File: config.mk
export PLATFORM = sky130hd
export DESIGN_NAME = ddr2_local_port_arbiter_flat
export DESIGN_NICKNAME = d
export VERILOG_FILES = /design/src/rtl/ddr2_local_port_arbiter_if.sv /design/src/rtl/ddr2_local_port_arbiter.sv /design/src/flat_wrapper.sv
export SDC_FILE = /design/constraint.sdc
export NUM_CORES = 1
export LEC_CHECK = 0
export CAP_MARGIN = 15
export CORE_AREA = 4 4 253 255
export CTS_CLUSTER_DIAMETER = 30
export DETAILED_ROUTE_END_ITERATION = 10
export DIE_AREA = 0 0 257 259
export DONT_BUFFER_PORTS = 1
export SKIP_CTS_REPAIR_TIMING = 1
export SLEW_MARGIN = 20
export SYNTH_ARGS = -nofsm -noshare
export SYNTH_HDL_FRONTEND = slang
export SYNTH_SLANG_ARGS = --single-unit
File: constraint.sdc
create_clock -name phy_clk -period 5.6 [get_ports phy_clk]
set_clock_uncertainty 0.1 [all_clocks]
set_input_delay 0.84 -clock phy_clk [delete_from_list [all_inputs] [get_ports phy_clk]]
set_output_delay 0.84 -clock phy_clk [all_outputs]
set_load 0.01 [all_outputs]
File: src/rtl/ddr2_local_port_arbiter_if.sv
// rtl/ddr2_local_port_arbiter_if.sv - user-port and controller-local signal bundle for the DDR2 port arbiter
interface ddr2_local_port_arbiter_if #(
  parameter int NUM_PORTS = 4,
  parameter int ADDR_W    = 24,
  parameter int DATA_W    = 64,
  parameter int BE_W      = 8,
  parameter int SIZE_W    = 4
);
  logic [NUM_PORTS*ADDR_W-1:0] p_address;
  logic [NUM_PORTS-1:0]        p_read_req;
  logic [NUM_PORTS-1:0]        p_write_req;
  logic [NUM_PORTS-1:0]        p_burstbegin;
  logic [NUM_PORTS*SIZE_W-1:0] p_size;
  logic [NUM_PORTS*BE_W-1:0]   p_be;
  logic [NUM_PORTS*DATA_W-1:0] p_wdata;
  logic [NUM_PORTS-1:0]        p_ready;
  logic [DATA_W-1:0]           p_rdata;
  logic [NUM_PORTS-1:0]        p_rdata_valid;

  logic [ADDR_W-1:0]           local_address;
  logic                        local_read_req;
  logic                        local_write_req;
  logic                        local_burstbegin;
  logic [SIZE_W-1:0]           local_size;
  logic [BE_W-1:0]             local_be;
  logic [DATA_W-1:0]           local_wdata;
  logic                        local_ready;
  logic [DATA_W-1:0]           local_rdata;
  logic                        local_rdata_valid;
  logic                        local_init_done;

  // master: the surrounding system (user masters plus controller)
  modport master (
    output p_address, p_read_req, p_write_req, p_burstbegin, p_size, p_be, p_wdata,
    input  p_ready, p_rdata, p_rdata_valid,
    input  local_address, local_read_req, local_write_req, local_burstbegin,
    input  local_size, local_be, local_wdata,
    output local_ready, local_rdata, local_rdata_valid, local_init_done
  );

  // slave: the arbiter itself
  modport slave (
    input  p_address, p_read_req, p_write_req, p_burstbegin, p_size, p_be, p_wdata,
    output p_ready, p_rdata, p_rdata_valid,
    output local_address, local_read_req, local_write_req, local_burstbegin,
    output local_size, local_be, local_wdata,
    input  local_ready, local_rdata, local_rdata_valid, local_init_done
  );
endinterface

File: src/rtl/ddr2_local_port_arbiter.sv
// rtl/ddr2_local_port_arbiter.sv - N-port round-robin arbiter onto the DDR2 local port with read-return routing
// Optional: DDR2_ARB_PORT0_PRIORITY_EN gives port 0 absolute priority in IDLE.
module ddr2_local_port_arbiter #(
  parameter int NUM_PORTS = 4,
  parameter int ADDR_W    = 24,
  parameter int DATA_W    = 64,
  parameter int BE_W      = 8,
  parameter int SIZE_W    = 4,
  parameter int RDQ_DEPTH = 16
) (
  input  logic                     phy_clk,
  input  logic                     reset_phy_clk_n,
  ddr2_local_port_arbiter_if.slave bus,
  output logic                     err_orphan_rdata
);
  localparam int PW = (NUM_PORTS > 1) ? $clog2(NUM_PORTS) : 1;
  localparam int AW = $clog2(RDQ_DEPTH);

  typedef enum logic {IDLE, WBURST} state_t;

  state_t              state;
  logic [PW-1:0]       rr_ptr;
  logic [PW-1:0]       lock_port;
  logic [SIZE_W-1:0]   beats_left;
  logic [NUM_PORTS-1:0] eligible;
  logic [PW-1:0]       rr_grant, grant, next_ptr;
  logic                rr_vld, grant_vld, advance;
  logic [SIZE_W-1:0]   size_eff;

  logic [PW-1:0]       tag_port [RDQ_DEPTH];
  logic [SIZE_W-1:0]   tag_size [RDQ_DEPTH];
  logic [AW-1:0]       wr_ptr, rd_ptr;
  logic [AW:0]         rdq_count;
  logic                rdq_full, rdq_empty, push, pop, ret_vld;
  logic [SIZE_W-1:0]   ret_cnt;

  assign rdq_full  = (rdq_count == (AW+1)'(RDQ_DEPTH));
  assign rdq_empty = (rdq_count == '0);

  // A read stalled on a full tag FIFO is simply not eligible, so writers behind it still win.
  always_comb begin
    eligible = '0;
    for (int i = 0; i < NUM_PORTS; i++)
      eligible[i] = bus.local_init_done & bus.p_burstbegin[i] &
                    (bus.p_read_req[i] ? !rdq_full : bus.p_write_req[i]);
  end

  always_comb begin
    rr_grant = '0;
    rr_vld   = 1'b0;
    for (int k = NUM_PORTS - 1; k >= 0; k--) begin
      if (eligible[(int'(rr_ptr) + k) % NUM_PORTS]) begin
        rr_grant = PW'((int'(rr_ptr) + k) % NUM_PORTS);
        rr_vld   = 1'b1;
      end
    end
  end

  always_comb begin
    grant     = '0;
    grant_vld = 1'b0;
    if (state == WBURST) begin
      grant     = lock_port;
      grant_vld = 1'b1;
    end else
`ifdef DDR2_ARB_PORT0_PRIORITY_EN
    if (eligible[0]) begin
      grant     = '0;
      grant_vld = 1'b1;
    end else
`endif
    begin
      grant     = rr_grant;
      grant_vld = rr_vld;
    end
  end

  always_comb begin
    next_ptr = (int'(grant) == NUM_PORTS - 1) ? '0 : grant + PW'(1);
`ifdef DDR2_ARB_PORT0_PRIORITY_EN
    advance  = (grant != '0);
`else
    advance  = 1'b1;
`endif
  end

  always_comb begin
    bus.p_ready          = '0;
    bus.local_address    = '0;
    bus.local_read_req   = 1'b0;
    bus.local_write_req  = 1'b0;
    bus.local_burstbegin = 1'b0;
    bus.local_size       = '0;
    bus.local_be         = '0;
    bus.local_wdata      = '0;
    if (grant_vld) begin
      bus.local_address = bus.p_address[grant*ADDR_W +: ADDR_W];
      bus.local_size    = bus.p_size[grant*SIZE_W +: SIZE_W];
      bus.local_be      = bus.p_be[grant*BE_W +: BE_W];
      bus.local_wdata   = bus.p_wdata[grant*DATA_W +: DATA_W];
      if (state == WBURST) begin
        bus.local_write_req  = bus.p_write_req[grant];
        bus.local_burstbegin = bus.p_burstbegin[grant];
      end else begin
        bus.local_read_req   = bus.p_read_req[grant];
        bus.local_write_req  = !bus.p_read_req[grant];
        bus.local_burstbegin = 1'b1;
      end
      bus.p_ready[grant] = bus.local_ready & !(bus.local_read_req & rdq_full);
    end
  end

  assign size_eff = (bus.local_size == '0) ? SIZE_W'(1) : bus.local_size;
  assign push     = (state == IDLE) & grant_vld & bus.local_read_req & bus.local_ready & !rdq_full;
  assign ret_vld  = bus.local_rdata_valid & !rdq_empty;
  assign pop      = ret_vld & (ret_cnt == tag_size[rd_ptr] - SIZE_W'(1));

  always_ff @(posedge phy_clk or negedge reset_phy_clk_n) begin
    if (!reset_phy_clk_n) begin
      state      <= IDLE;
      rr_ptr     <= '0;
      lock_port  <= '0;
      beats_left <= '0;
    end else begin
      case (state)
        IDLE: begin
          if (grant_vld && bus.local_ready) begin
            if (bus.local_write_req && size_eff > SIZE_W'(1)) begin
              state      <= WBURST;
              lock_port  <= grant;
              beats_left <= size_eff - SIZE_W'(1);
            end else if (advance) begin
              rr_ptr <= next_ptr;
            end
          end
        end
        WBURST: begin
          if (bus.local_ready && bus.local_write_req) begin
            if (beats_left == SIZE_W'(1)) begin
              state      <= IDLE;
              beats_left <= '0;
              if (advance) rr_ptr <= next_ptr;
            end else begin
              beats_left <= beats_left - SIZE_W'(1);
            end
          end
        end
        default: state <= IDLE;
      endcase
    end
  end

  always_ff @(posedge phy_clk) begin
    if (push) begin
      tag_port[wr_ptr] <= grant;
      tag_size[wr_ptr] <= size_eff;
    end
  end

  always_ff @(posedge phy_clk or negedge reset_phy_clk_n) begin
    if (!reset_phy_clk_n) begin
      wr_ptr           <= '0;
      rd_ptr           <= '0;
      rdq_count        <= '0;
      ret_cnt          <= '0;
      err_orphan_rdata <= 1'b0;
    end else begin
      if (push) wr_ptr <= wr_ptr + AW'(1);
      if (pop)  rd_ptr <= rd_ptr + AW'(1);
      case ({push, pop})
        2'b10:   rdq_count <= rdq_count + (AW+1)'(1);
        2'b01:   rdq_count <= rdq_count - (AW+1)'(1);
        default: rdq_count <= rdq_count;
      endcase
      if (pop)          ret_cnt <= '0;
      else if (ret_vld) ret_cnt <= ret_cnt + SIZE_W'(1);
      if (bus.local_rdata_valid && rdq_empty) err_orphan_rdata <= 1'b1;
    end
  end

  assign bus.p_rdata = bus.local_rdata;

  always_comb begin
    bus.p_rdata_valid = '0;
    if (ret_vld) bus.p_rdata_valid[tag_port[rd_ptr]] = 1'b1;
  end
endmodule

File: src/flat_wrapper.sv
// flat-port wrapper written by rule: the top's interface ports become plain ports
module ddr2_local_port_arbiter_flat 
#(
  parameter int NUM_PORTS = 4,
  parameter int ADDR_W    = 24,
  parameter int DATA_W    = 64,
  parameter int BE_W      = 8,
  parameter int SIZE_W    = 4,
  parameter int RDQ_DEPTH = 16
)
  (phy_clk, reset_phy_clk_n, err_orphan_rdata, bus_p_address, bus_p_read_req, bus_p_write_req, bus_p_burstbegin, bus_p_size, bus_p_be, bus_p_wdata, bus_p_ready, bus_p_rdata, bus_p_rdata_valid, bus_local_address, bus_local_read_req, bus_local_write_req, bus_local_burstbegin, bus_local_size, bus_local_be, bus_local_wdata, bus_local_ready, bus_local_rdata, bus_local_rdata_valid, bus_local_init_done);
  ddr2_local_port_arbiter_if #(.NUM_PORTS(NUM_PORTS), .ADDR_W(ADDR_W), .DATA_W(DATA_W), .BE_W(BE_W), .SIZE_W(SIZE_W)) bus_i ();
  input  logic phy_clk;
  input  logic reset_phy_clk_n;
  output logic err_orphan_rdata;
  input wire logic [$bits(bus_i.p_address)-1:0] bus_p_address;
  input wire logic [$bits(bus_i.p_read_req)-1:0] bus_p_read_req;
  input wire logic [$bits(bus_i.p_write_req)-1:0] bus_p_write_req;
  input wire logic [$bits(bus_i.p_burstbegin)-1:0] bus_p_burstbegin;
  input wire logic [$bits(bus_i.p_size)-1:0] bus_p_size;
  input wire logic [$bits(bus_i.p_be)-1:0] bus_p_be;
  input wire logic [$bits(bus_i.p_wdata)-1:0] bus_p_wdata;
  output wire logic [$bits(bus_i.p_ready)-1:0] bus_p_ready;
  output wire logic [$bits(bus_i.p_rdata)-1:0] bus_p_rdata;
  output wire logic [$bits(bus_i.p_rdata_valid)-1:0] bus_p_rdata_valid;
  output wire logic [$bits(bus_i.local_address)-1:0] bus_local_address;
  output wire logic [$bits(bus_i.local_read_req)-1:0] bus_local_read_req;
  output wire logic [$bits(bus_i.local_write_req)-1:0] bus_local_write_req;
  output wire logic [$bits(bus_i.local_burstbegin)-1:0] bus_local_burstbegin;
  output wire logic [$bits(bus_i.local_size)-1:0] bus_local_size;
  output wire logic [$bits(bus_i.local_be)-1:0] bus_local_be;
  output wire logic [$bits(bus_i.local_wdata)-1:0] bus_local_wdata;
  input wire logic [$bits(bus_i.local_ready)-1:0] bus_local_ready;
  input wire logic [$bits(bus_i.local_rdata)-1:0] bus_local_rdata;
  input wire logic [$bits(bus_i.local_rdata_valid)-1:0] bus_local_rdata_valid;
  input wire logic [$bits(bus_i.local_init_done)-1:0] bus_local_init_done;
  assign bus_i.p_address = bus_p_address;
  assign bus_i.p_read_req = bus_p_read_req;
  assign bus_i.p_write_req = bus_p_write_req;
  assign bus_i.p_burstbegin = bus_p_burstbegin;
  assign bus_i.p_size = bus_p_size;
  assign bus_i.p_be = bus_p_be;
  assign bus_i.p_wdata = bus_p_wdata;
  assign bus_p_ready = bus_i.p_ready;
  assign bus_p_rdata = bus_i.p_rdata;
  assign bus_p_rdata_valid = bus_i.p_rdata_valid;
  assign bus_local_address = bus_i.local_address;
  assign bus_local_read_req = bus_i.local_read_req;
  assign bus_local_write_req = bus_i.local_write_req;
  assign bus_local_burstbegin = bus_i.local_burstbegin;
  assign bus_local_size = bus_i.local_size;
  assign bus_local_be = bus_i.local_be;
  assign bus_local_wdata = bus_i.local_wdata;
  assign bus_i.local_ready = bus_local_ready;
  assign bus_i.local_rdata = bus_local_rdata;
  assign bus_i.local_rdata_valid = bus_local_rdata_valid;
  assign bus_i.local_init_done = bus_local_init_done;
  ddr2_local_port_arbiter #(.NUM_PORTS(NUM_PORTS), .ADDR_W(ADDR_W), .DATA_W(DATA_W), .BE_W(BE_W), .SIZE_W(SIZE_W), .RDQ_DEPTH(RDQ_DEPTH)) u_core (.phy_clk(phy_clk), .reset_phy_clk_n(reset_phy_clk_n), .bus(bus_i), .err_orphan_rdata(err_orphan_rdata));
endmodule
==> summary.md <==
| Metric | Value |
|---|---|
| Initial core utilization | `15.3%` |
| Dominant cell type by area after synthesis | `mux4_2` |
| Gr ovfl total | `0` |
| Pins Over Slew Limit | `0` |
| Die width | `257 um` |
| Clock Latency Late Sink | `0.42 ns` |
| GP Congestion | `0.900` |
| Pwr dens | `295 nW/um^2` |
| Prevailing post-synth register cell | `edfxtp_1` |
| Yosys Warn Count | `0` |
| Req. time, crit path | `4.66 ns` |
| Crit path DAT | `4.17 ns` |
| Final Hold Fails | `0` |
| Complex-gate fraction of the synthesized area | `5.01%` |
| Setup_tns | `0 ns` |
| Mux contribution to synthesized area | `32.3%` |
| Yosys reg bits | `123` |
| Via Count | `6,743` |
| Row count | `91` |
| Startpoint types | `flip-flop` |
| Slew headroom | `38.1%` |
| Worst R2R Setup Slack | `0.83 ns` |
| Syn-to-layout area delta | `13.2%` |
| Period utilization | `91.2%` |
| Crit-path max FO | `60` |
| First-pass GRT wire length | `66,700 um` |
| Worst-path clk slew | `0.06 ns` |
| Most frequent cells in the layout | `129 x mux4_2, 100 x and2_1, 96 x edfxtp_1` |
| Post-synthesis average cell area | `13.4 sq um` |
| Worst-Margin Slew | `0.928 ns` |
| Commonest non-fill, non-tap cell in the layout | `mux4_2` |
| Clk sink count | `123` |
| Post-synthesis cell area | `9440 sq um` |
| Height of the die | `259 um` |
| Layout cells sized above 1 | `30.1%` |
| Final Setup Violations | `0` |
| Largest family of logic cells by synthesized area | `multiplexers` |
| FILL cells | `6,725` |
| Top Ports | `657` |
| Syn Inst Count | `707` |
| Remaining DRCs | `0` |
| Inst Count DP | `1,452` |
| Routed len/inst | `34.6 um` |
| CTS buffer count | `17` |
| Core Area | `61,600 sq um` |
| Post-layout nets | `1,135` |
| Hold WC Path Type | `input port to async pin` |
| R2r startpoint | `u_core.rdq_count[1]` |
| Largest net degree at the start of global routing | `101` |
| Worst Reg-to-Reg Cells | `17` |
| Asr flop ratio synth | `22.0%` |
| Dpl hpwl | `45,500 um` |
| Cell variety after synth | `55` |
| Number of synthesized flops with an enable pin | `96` |
| Xor/xnor share of the synthesized area | `1.86%` |
| Initial antenna violation count | `88` |
| Post-Route WL | `52,700 um` |
| Maximum vdd drop | `0.000172 V` |
| Post-route ant nets | `0` |
| Ranking of synthesized cells by area | `mux4_2 31%, edfxtp_1 31%, dfrtp_1 7.2%` |
| Hold WS | `0.0148 ns` |
| Simple-Gate Fraction of Synth Area | `12.2%` |
| Min Tclk post-route | `5.11 ns` |
| Seq/Total Area, Yosys | `37.7%` |
| Vias/cell | `4.43` |
| Root buffer cell | `clkbuf_16` |
| 1st-pass router iterations | `5` |
| Reg-to-Reg End | `u_core.beats_left[1]` |
| Clock tree buffer depth | `2` |
| RSZ-0062 raised after global routing | `no` |
| Syn Nets | `1,208` |
| Leakage | `3.33 nW` |
| Kind of end point of the critical path | `primary output` |
| H-tree Lvls | `4` |
| Max_cap viols | `0` |
| CTS tree | `built` |
| Number of global-route vias before repair | `6,865` |
| WS Path Type | `flip-flop to primary output` |
| Outcome | `finished, final reports clean` |
| Share of the synthesized area in the top cell type | `30.8%` |
| Initial DRC count | `552` |
| GRT Total Usage | `15.0%` |
| Highest clock rate | `0.196 GHz` |
| Port bufs | `0` |
| Adder-Cell Fraction of Synth Area | `2.73%` |
| Die Area | `66,600 sq um` |
| Cell Count, Final, Fillers Out | `1,522` |
## kinds of logic (layout without fill, tap and decap cells)
logic type / after synthesis / in the layout
buffers and inverters: 133 / 73
DFF: 123 / 123
AOI/OAI and AO/OA: 63 / 63
other: 0 / 38
muxes: 143 / 143
adders and majority gates: 20 / 20
and+or+nand+nor: 205 / 205
xor gates and xnor gates: 20 / 20
## flip-flops by register name, summed over array words and instances, names as in the netlist
register,cells
u_core.rd_ptr,4
u_core.tag_size,64
u_core.err_orphan_rdata,1
u_core.tag_port,32
u_core.rr_ptr,2
u_core.wr_ptr,4
u_core.ret_cnt,4
u_core.state,1
u_core.rdq_count,5
u_core.lock_port,2
u_core.beats_left,4
## routing by layer
metal  routed length (um)  GRT usage [%]
met1                16800           15.1
met2                27100           25.9
met3                 5940           6.89
met4                 2820           8.14
met5                   94              0
## worst max path at each step
stage / startpoint / slack, ns / cells after the start / end
6_report: u_core.rdq_count[1] / 0.49 / 9 / bus_local_write_req
5_1_grt: u_core.rdq_count[1] / 0.37 / 9 / bus_local_write_req
4_1_cts: u_core.rdq_count[1] / 0.54 / 9 / bus_local_write_req
3_5_place_dp: bus_p_read_req[1] / 0.80 / 17 / u_core.beats_left[1]
3_3_place_gp: bus_p_read_req[1] / 0.92 / 17 / u_core.beats_left[1]
2_1_floorplan: bus_p_write_req[0] / 1.01 / 16 / u_core.beats_left[1]
## worst max-delay path, cell delays in order (launching register included)
cell	delay, ns
dfrtp_1	0.44
nor4_4	0.51
a31oi_2	0.26
a31o_1	0.26
a211o_4	0.36
nand2_8	0.23
buf_4	0.75
mux4_2	0.59
nand2_1	0.13
nand2_1	0.16
## layout make-up
type / instances / area [sq um] / share of cell area, %
Multi-Input combinational cell: 451 / 5120 / 48.0
Clock buffer: 20 / 437 / 4.09
Inverter: 21 / 86.3 / 0.808
Sequential cell: 123 / 3560 / 33.3
Timing Repair Buffer: 20 / 163 / 1.52
Clock inverter: 12 / 171 / 1.60
Antenna cell: 38 / 95.1 / 0.890
Tap cell: 837 / 1050 / 9.80
## per-stage QoR
step	utilization (%)	worst slack, ns	cell area [sq um]	total power [W]
2_1_floorplan	-	1.01	9440	0.00185
3_3_place_gp	16.2	0.919	9980	0.00200
3_5_place_dp	16.2	0.802	9980	0.00203
4_1_cts	17.2	0.542	10600	0.00317
5_1_grt	17.3	0.372	10600	0.00328
6_report	17.3	0.491	10700	0.00315
## report_power, final
group / switching [W] / internal [W]
registers: 0.000113 / 0.00104
logic: 0.000428 / 0.000424
clock network: 0.000400 / 0.000742
total: 0.000941 / 0.00221
## synthesized netlist by cell type, types with 2 or more instances
cell        n
a211oi_1    4
o22ai_1     2
a31o_2      2
edfxtp_1   96
dfrtp_1    27
nor3b_1     2
nor3_1      8
buf_4      65
ha_1       19
a22oi_1     2
and2_1    100
buf_2      17
xor2_1      7
a31oi_1     4
a221oi_1    5
buf_1      13
a21o_1      4
o211ai_1    5
a221o_1     2
mux4_2    129
xnor2_1    13
o21bai_1    3
nand2b_1    3
clkbuf_1   17
nand3_1     6
nand2_1    42
mux2_2      2
nor4_4      2
a21oi_1     8
nor2_1     27
o21ai_0    11
mux2_1      4
mux2i_1     8
inv_1      19
and3_1      6
nand4_1     4
Power figures use the tool's default switching activity.
